**src/rtl/program_loader.sv**
```systemverilog
// Byte-stream loader for the instruction memory: assembles big-endian words,
// writes them out, and owns pipeline enable/reset plus the command acknowledge.
module program_loader #(
  parameter int ADDR_W = 7,
  parameter int DATA_W = 32
) (
  input  logic              clk,
  input  logic              rst,
  input  logic [7:0]        rx_data,
  input  logic              rx_valid,
  output logic [7:0]        tx_data,
  output logic              tx_valid,
  input  logic              tx_ready,
  output logic              imem_we,
  output logic [ADDR_W-1:0] imem_addr,
  output logic [DATA_W-1:0] imem_wdata,
  output logic              pipe_enable,
  output logic              pipe_rst,
  output logic              busy
);

  localparam int CNT_W = ADDR_W + 1;
  localparam logic [CNT_W-1:0] CNT_FULL = CNT_W'(1) << ADDR_W;
  localparam logic [1:0] LAST_BYTE = 2'(DATA_W / 8 - 1);

  localparam logic [7:0] C_LOAD = 8'h4C;
  localparam logic [7:0] C_RUN  = 8'h52;
  localparam logic [7:0] C_STOP = 8'h53;
  localparam logic [7:0] C_STEP = 8'h50;
  localparam logic [7:0] C_OK   = 8'h4B;
  localparam logic [7:0] C_ERR  = 8'h45;

  typedef enum logic [2:0] {
    S_IDLE, S_GET_COUNT, S_GET_BYTE, S_WRITE, S_RUN, S_STEP, S_ACK
  } state_t;

  state_t              r_state;
  state_t              r_ret;
  logic [DATA_W-9:0]   r_sh;
  logic [1:0]          r_bcnt;
  logic [CNT_W-1:0]    r_cnt;
  logic                r_drop;
  logic [7:0]          r_tx_data;
  logic                r_tx_valid;
  logic                r_we;
  logic [ADDR_W-1:0]   r_addr;
  logic [DATA_W-1:0]   r_wdata;
  logic                r_en;
  logic                r_prst;
  logic                r_busy;

  always_ff @(posedge clk or posedge rst) begin
    if (rst) begin
      r_state    <= S_IDLE;
      r_ret      <= S_IDLE;
      r_sh       <= '0;
      r_bcnt     <= '0;
      r_cnt      <= '0;
      r_drop     <= 1'b0;
      r_tx_data  <= '0;
      r_tx_valid <= 1'b0;
      r_we       <= 1'b0;
      r_addr     <= '0;
      r_wdata    <= '0;
      r_en       <= 1'b0;
      r_prst     <= 1'b1;
      r_busy     <= 1'b0;
    end else begin
      r_we <= 1'b0;
      case (r_state)
        S_IDLE, S_RUN: begin
          if (rx_valid) begin
            r_busy <= 1'b1;
            case (rx_data)
              C_LOAD: begin
                r_en    <= 1'b0;
                r_prst  <= 1'b1;
                r_drop  <= 1'b0;
                r_state <= S_GET_COUNT;
              end
              C_RUN: begin
                r_en       <= 1'b1;
                r_prst     <= 1'b0;
                r_tx_data  <= C_RUN;
                r_tx_valid <= 1'b1;
                r_ret      <= S_RUN;
                r_state    <= S_ACK;
              end
              C_STOP: begin
                r_en       <= 1'b0;
                r_tx_data  <= C_STOP;
                r_tx_valid <= 1'b1;
                r_ret      <= S_IDLE;
                r_state    <= S_ACK;
              end
              C_STEP: begin
                r_en       <= 1'b1;
                r_prst     <= 1'b0;
                r_tx_data  <= C_STEP;
                r_tx_valid <= 1'b1;
                r_ret      <= S_IDLE;
                r_state    <= S_STEP;
              end
              default: begin
                // Unknown byte: acknowledge with an error, resume where we were.
                r_tx_data  <= C_ERR;
                r_tx_valid <= 1'b1;
                r_ret      <= r_state;
                r_state    <= S_ACK;
              end
            endcase
          end
        end
        S_GET_COUNT: begin
          if (rx_valid) begin
            r_cnt   <= (rx_data == 8'd0) ? CNT_FULL : CNT_W'(rx_data);
            r_addr  <= '0;
            r_bcnt  <= '0;
            r_state <= S_GET_BYTE;
          end
        end
        S_GET_BYTE: begin
          if (rx_valid) begin
            r_sh   <= {r_sh[DATA_W-17:0], rx_data};
            r_bcnt <= r_bcnt + 2'd1;
            if (r_bcnt == LAST_BYTE) begin
              r_wdata <= {r_sh, rx_data};
              r_we    <= 1'b1;
              r_state <= S_WRITE;
            end
          end
        end
        S_WRITE: begin
          if (rx_valid) r_drop <= 1'b1;
          r_addr <= r_addr + ADDR_W'(1);
          r_cnt  <= r_cnt - CNT_W'(1);
          if (r_cnt == CNT_W'(1)) begin
            // A byte lost anywhere in the load turns the final OK into an error.
            r_tx_data  <= (r_drop || rx_valid) ? C_ERR : C_OK;
            r_tx_valid <= 1'b1;
            r_prst     <= 1'b0;
            r_ret      <= S_IDLE;
            r_state    <= S_ACK;
          end else begin
            r_state <= S_GET_BYTE;
          end
        end
        S_STEP: begin
          r_en <= 1'b0;
          if (rx_valid) r_drop <= 1'b1;
          if (tx_ready) begin
            r_tx_valid <= 1'b0;
            r_busy     <= 1'b0;
            r_state    <= S_IDLE;
          end else begin
            r_state <= S_ACK;
          end
        end
        S_ACK: begin
          if (rx_valid) r_drop <= 1'b1;
          if (tx_ready) begin
            r_tx_valid <= 1'b0;
            r_busy     <= 1'b0;
            r_state    <= r_ret;
          end
        end
        default: begin
          r_busy  <= 1'b0;
          r_state <= S_IDLE;
        end
      endcase
    end
  end

  assign tx_data     = r_tx_data;
  assign tx_valid    = r_tx_valid;
  assign imem_we     = r_we;
  assign imem_addr   = r_addr;
  assign imem_wdata  = r_wdata;
  assign pipe_enable = r_en;
  assign pipe_rst    = r_prst;
  assign busy        = r_busy;

endmodule

```
**config.mk**
```make
export PLATFORM = sky130hd
export DESIGN_NAME = program_loader
export DESIGN_NICKNAME = d
export VERILOG_FILES = /design/src/rtl/program_loader.sv
export SDC_FILE = /design/constraint.sdc
export NUM_CORES = 1
export LEC_CHECK = 0
export CAP_MARGIN = 20
export CORE_MARGIN = 2
export CORE_UTILIZATION = 55
export DETAILED_ROUTE_END_ITERATION = 10
export PLACE_DENSITY_LB_ADDON = 0.05
export SLEW_MARGIN = 20
export SYNTH_ARGS = -nofsm -noshare
export SYNTH_HDL_FRONTEND = slang
export SYNTH_SLANG_ARGS = --single-unit
```
**constraint.sdc**
```tcl
create_clock -name clk -period 6.2 [get_ports clk]
set_input_delay 1.24 -clock clk [delete_from_list [all_inputs] [get_ports clk]]
set_output_delay 1.24 -clock clk [all_outputs]
set_load 0.05 [all_outputs]
```
* Word level (Yosys, flattened, before mapping)
Cells that the tools add are included.
** Cells by class
- Add/sub/neg operators :: 3
- Eq/ne operators :: 24
- Multiplexer cells :: 46
- Bitwise logic cells :: 1
- Reduce and logical (&&, ||, !) cells :: 27
** Operator list (number)
- == test 8 x 7 -> 1 bit (second input constant) :: 4
- two-way mux 8 bit :: 4
- one-hot mux 8 bit (2 select lines) :: 2
- one-hot mux 8 bit (4 select lines) :: 1
- two-way mux 3 bit :: 9
- one-hot mux 3 bit (6 select lines) :: 1
- inequality test 2 bit (second input constant) :: 7
- one-hot mux 7 bit (2 select lines) :: 1
- two-way mux 1 bit :: 13
- one-hot mux 3 bit (2 select lines) :: 2
- AND reduction 3 bit :: 4
- AND reduction 4 bit :: 3
- one-hot mux 1 bit (2 select lines) :: 5
- AND reduction 5 bit :: 2
- nonzero test 2 bit :: 5
- OR reduction 2 bit :: 5
- == test 3 bit (second input constant) :: 3
- one-hot mux 3 bit (3 select lines) :: 1
- == test 8 x 1 -> 1 bit (second input constant) :: 1
- zero test 8 bit :: 1
- subtractor 8 x 1 -> 8 bit (second input constant) :: 1
- adder 7 x 1 -> 7 bit (second input constant) :: 1
- two-way mux 7 bit :: 1
- == test 3 x 2 -> 1 bit (second input constant) :: 2
- 16 further kinds :: 22
** Word-level totals
- Register bits :: 93
- Input port bits :: 12
- Output and inout bits :: 52
- Word-level logic and storage cells :: 115

* Logic depth before layout (Yosys ltp)
- Depth in word-level cells :: 5
- Gate-level depth with buffers :: 7
- Depth with buffers taken out :: 6

* Worst setup path after synthesis
Ideal clock, no wire load.
- Kind :: input port to flip-flop
- From :: input port rx_data[1]
- To :: register r_tx_data[0], in the netlist tx_data[0]
- Library setup time :: 0.125 ns
- Arrival :: 2.664 ns
- Data required time :: 6.075 ns
- Path slack :: 3.411 ns
- Stages :: 5
- Buffers on the path :: 1
- Cell sequence :: clkbuf_1 or4_1 nor3_2 nor3_2 mux2_2
** Between the ends
- Longest elaborated chain between the ends :: 4
- Elaborated cells between the ends (all ways) :: 9
- Classes of those cells :: eq/ne: 5; mux: 3; reduce/logical: 1
** RTL lines
- start, declared :: RTL line 9 : input logic [7:0] rx_data,
- == test 8 x 7 -> 1 bit :: RTL line 74 : case (rx_data)
- one-hot mux 8 bit (4 select lines) :: RTL line 74
- two-way mux 8 bit :: RTL line 72 : if (rx_valid) begin
- one-hot mux 8 bit (2 select lines) :: RTL line 70 : case (r_state)
- end signal, assigned :: RTL line 139 : r_tx_data <= (r_drop || rx_valid) ? C_ERR : C_OK;
- end, declared :: RTL line 43 : logic [7:0] r_tx_data;
Parallel ways exist; a longest one is shown, timed or not. The select of a mux whose other input is x is not followed.
A chain may end at the register's enable or synchronous reset.

* Worst setup path after layout
- From :: input port rx_data[1]
- To :: register r_en, in the netlist pipe_enable
** Between the ends
- Longest elaborated chain between the ends :: 5
- Elaborated cells between the ends (all ways) :: 11
- Classes of those cells :: eq/ne: 5; mux: 3; reduce/logical: 3
** RTL lines
- == test 8 x 7 -> 1 bit :: RTL line 74
- OR reduction 2 bit (no source line)
- one-hot mux 1 bit (2 select lines) :: RTL line 74
- two-way mux 1 bit :: RTL line 72
- one-hot mux 1 bit (2 select lines) :: RTL line 70
- end signal, assigned :: RTL line 65 : r_en <= 1'b0;
- end signal, assigned :: RTL line 76 : r_en <= 1'b0;
- end signal, assigned :: RTL line 82 : r_en <= 1'b1;
- end, declared :: RTL line 48 : logic r_en;
Parallel ways exist; a longest one is shown, timed or not. The select of a mux whose other input is x is not followed.

==> summary by stage <==
Worst setup path
Counting both buffers and inverters, the worst setup path holds a total of 1. Data on the critical path arrives at its endpoint at 3.38 ns. Of all nets on the critical path, the largest fanout is 10. The category of the worst setup path capture point is a flop.

The worst register-to-register path begins at r_state[1]. The endpoint identified for the worst register-to-register timing path is r_state[2]. For flop-to-flop paths, the worst setup slack is 3.55 ns. The gate family responsible for the most delay along the worst path is simple AND/OR/NAND/NOR gates. STA classifies the critical path startpoint as a primary input. The cell count of the worst reg-to-reg path is 3. At the worst endpoint, the required time is 6.42 ns. The highest-delay cell along the critical path is or4_1. The signal on the critical path passes through clkdlybuf4s50_1, or4_1, nor3_2, or3_1, o22ai_1. The type of the worst setup path is in2reg. The largest stage delay on the critical path is 0.65 ns.

Place
After legalization and detailed placement, the total HPWL measured 5.60 mm. The routability congestion estimate from global placement is 0.815. Before CTS, the worst setup slack after placement is 2.66 ns.

In this run the tool buffered the top-level ports with 61 buffer cells.

STA
The slew of the pin with the lowest slew margin is 0.782 ns. The final hold violation count was 0. The shortest clock period the worst path allows after layout is 3.16 ns. The setup skew after layout is 0.0102 ns. Once routing completed, OpenROAD measured the worst setup slack at 3.04 ns. The sum of negative setup slack is 0 ns. Setup repair after global routing left no endpoint under its margin. The number of endpoints failing setup at the final stage is 0. The final worst hold slack is 0.471 ns.

The final max-slew violation count is 0. Timing would allow up to 316 MHz. The worst pin sits at a relative slew slack of 47.8%. The share of the cycle needed by the critical path after routing is 51.0%.

Routing
The sum of routed wire length over all layers is 8.31 mm. The ratio of routed vias to standard cells is 5.80. Dividing the detail-routed wire length by the instance count gives 16.6 µm. The via count of the routed design is 2907. The number of iterations in the first detailed-routing pass is 4. In this run the remaining antenna-violating nets after routing total 0. The count of unresolved DRC violations after routing is 0. After the first detailed-routing iteration, the DRC count stood at 117.

Clock network
The tree is rooted in a clkbuf_8. The maximum buffer depth of the clock tree is 2. In this run, CTS created clock tree buffers numbering 9.

Clock latency on the worst-skew pair, taken at its later pin, is 0.35 ns. The level count of the clock H-tree is 3. The total setup buffers inserted after CTS is 0. The number of resized instances in the post-cts repair step is 0. After clock tree synthesis, the clock-pin slew on the worst setup and hold paths is 0.09 ns. The CTS tree is done. The total of hold buffers inserted after clock tree synthesis is 0. The number of clock sinks is 91.

Yosys
By area the synthesized netlist is led by dfrtp_1 (55%), mux2_2 (17%), o21ai_0 (2.3%), nand2_1 (1.8%), ha_1 (1.2%). The sequential-to-total area share from yosys stat is 55.3%. The summed instance area of the synthesized netlist is 0.00412 mm². The fraction of post-synthesis cell area in the top cell type by area is 54.7%. A synthesized cell averages 12.1 µm². The share of async-settable or async-resettable flops after synthesis is 100%.

Synthesis instantiated 61 different standard cells from the library. The post-synthesis cell count is 340. The number of synthesized flops with an enable pin is 0. The flip-flop and latch count after synthesis is 91. The synthesized design spends more area on one cell type than any other, namely dfrtp_1. For this run, the number of Yosys warnings is 0. Among all flip-flop cells after synthesis, the most frequent one is dfrtp_1.

GRT
The initial antenna violation count is 0. The largest net degree at the start of global routing is 81. The via count of the first global-routing pass is 2853.

The wire length of the first global-routing pass is 14.1 mm. The overall overflow remaining after global route is 0. The global-route total usage across every layer is 21.3%.

Floorplanning
The die covers 0.00819 mm². The floorplan has 31 rows. The die is 90.5 µm tall. Once the floorplan was initialized, standard cells occupied 56.8% of the core.

For this design the top-level I/O count stands at 64. In this run the horizontal extent of the chip is 90.5 µm. The region available for standard cell placement spans 0.00725 mm².

Hold path
For hold timing, the worst endpoint is tx_data[6]. In this run the worst hold path is classified as reg2reg. The source of the worst hold timing path is tx_data[6]. Counting instances, the worst hold path has a depth of 1.

Final layout
The library cells used most frequently in the layout, excluding fill and tap cells, are dfrtp_1 (90), mux2_2 (61), clkdlybuf4s50_1 (61). The layout overhead on the synthesized area is 21.7%. The library cell used most frequently in the layout, excluding fill and tap cells, is dfrtp_1. The final antenna diode count is 0.

After the last flow step, the layout net total stands at 414. The fraction of final layout cells sized beyond drive strength 1 is 22.9%.

Pwr
The fraction of power consumed by the clock network is 12.7%. The internal power of the cells totals 1.59 mW. The total power divided by cell area is 570 mW/mm².

For this design the total switching power over the nets is 1.27 mW. Registers are responsible for 37.6% of the overall power. The total power consumption of the routed design is 2.85 mW. The cell leakage power is 2.11 nW. The power share of the combinational group is 49.7%. Net switching is 44.4% of the power. The worst supply voltage drop on vdd is 0.355 mV.

Status
The flow ran to the end, and the final reports show no timing, DRC or antenna violations.

Flow run
The number of violations of the max-capacitance limit is 0.
==> cell usage after synthesis, types with 3 or more instances <==
library cell  instances
dfrtp_1              90
mux2_2               61
nand2_1              20
o21ai_0              19
clkbuf_1             13
nor2_1               13
nor3_1               10
a21oi_1               9
inv_1                 8
nand2b_1              6
a22o_1                4
buf_1                 4
ha_1                  4
nand4_1               4
nor2b_1               4
a221o_1               3
a311oi_1              3
a31oi_1               3
mux2i_1               3
nor3_2                3
==> power by group through the flow <==
stage	sequential, mW	combinational, mW	clock [mW]
after CTS	1.07	1.43	0.372
after global placement	1.07	1.40	0
final	1.07	1.42	0.363
after global routing	1.11	1.50	0.403
after floorplan	1.47	0.602	0
after detailed placement	1.08	1.42	0
==> per-stage QoR <==
stage | cells | utilization, % | instance area, µm²
after floorplan | 341 | - | 4120
after global placement | 485 | 66.3 | 4810
after detailed placement | 485 | 66.3 | 4810
after CTS | 500 | 68.7 | 4980
after global routing | 501 | 69.1 | 5010
final | 501 | 69.1 | 5010
==> layout make-up <==
type / instances / area, µm²
Fill cell: 558 / 2240
Multi-Input combinational cell: 222 / 1740
Clock inverter: 6 / 50.0
Tap cell: 99 / 124
Sequential cell: 91 / 2280
Clock buffer: 9 / 124
Timing Repair Buffer: 66 / 668
Inverter: 8 / 31.3
==> metal layers <==
layer / vias to the layer above / track usage, % / wire length, µm
met3: 4 / 6.09 / 436
met5: - / 0 / 0
met1: 1476 / 29.1 / 3760
met2: 64 / 34.0 / 4070
li1: 1363 / - / -
met4: 0 / 4.74 / 51
==> registers in the layout, summed over array words and instances, names as in the netlist, 2 cells and up <==
name	count
imem_addr	7
imem_wdata	32
r_bcnt	2
r_cnt	8
r_ret	3
r_sh	24
r_state	3
tx_data	6
==> kinds of logic (layout without fill, tap and decap cells) <==
logic type | after synthesis | after routing | share of synthesized area (%)
multiplexers | 64 | 64 | 17.4
buffers and inverters | 28 | 89 | 2.76
adder cells (fa/ha/maj) | 4 | 4 | 1.22
flip-flops | 91 | 91 | 55.3
XOR/XNOR | 1 | 1 | 0.213
AND/OR/NAND/NOR | 85 | 85 | 11.8
AO/OA/AOI/OAI | 66 | 66 | 11.2
other | 1 | 2 | 0.0911
==> how the worst max path moves through the flow <==
stage / startpoint / end / depth (start not counted)
floorplan: rst / busy / 1
global placement: rx_data[1] / pipe_enable / 5
detailed placement: rx_data[1] / pipe_enable / 5
CTS: rx_data[1] / pipe_enable / 5
global route: rx_valid / imem_wdata[16] / 7
finish: rx_data[1] / pipe_enable / 5
(Power assumes the default switching activity.)
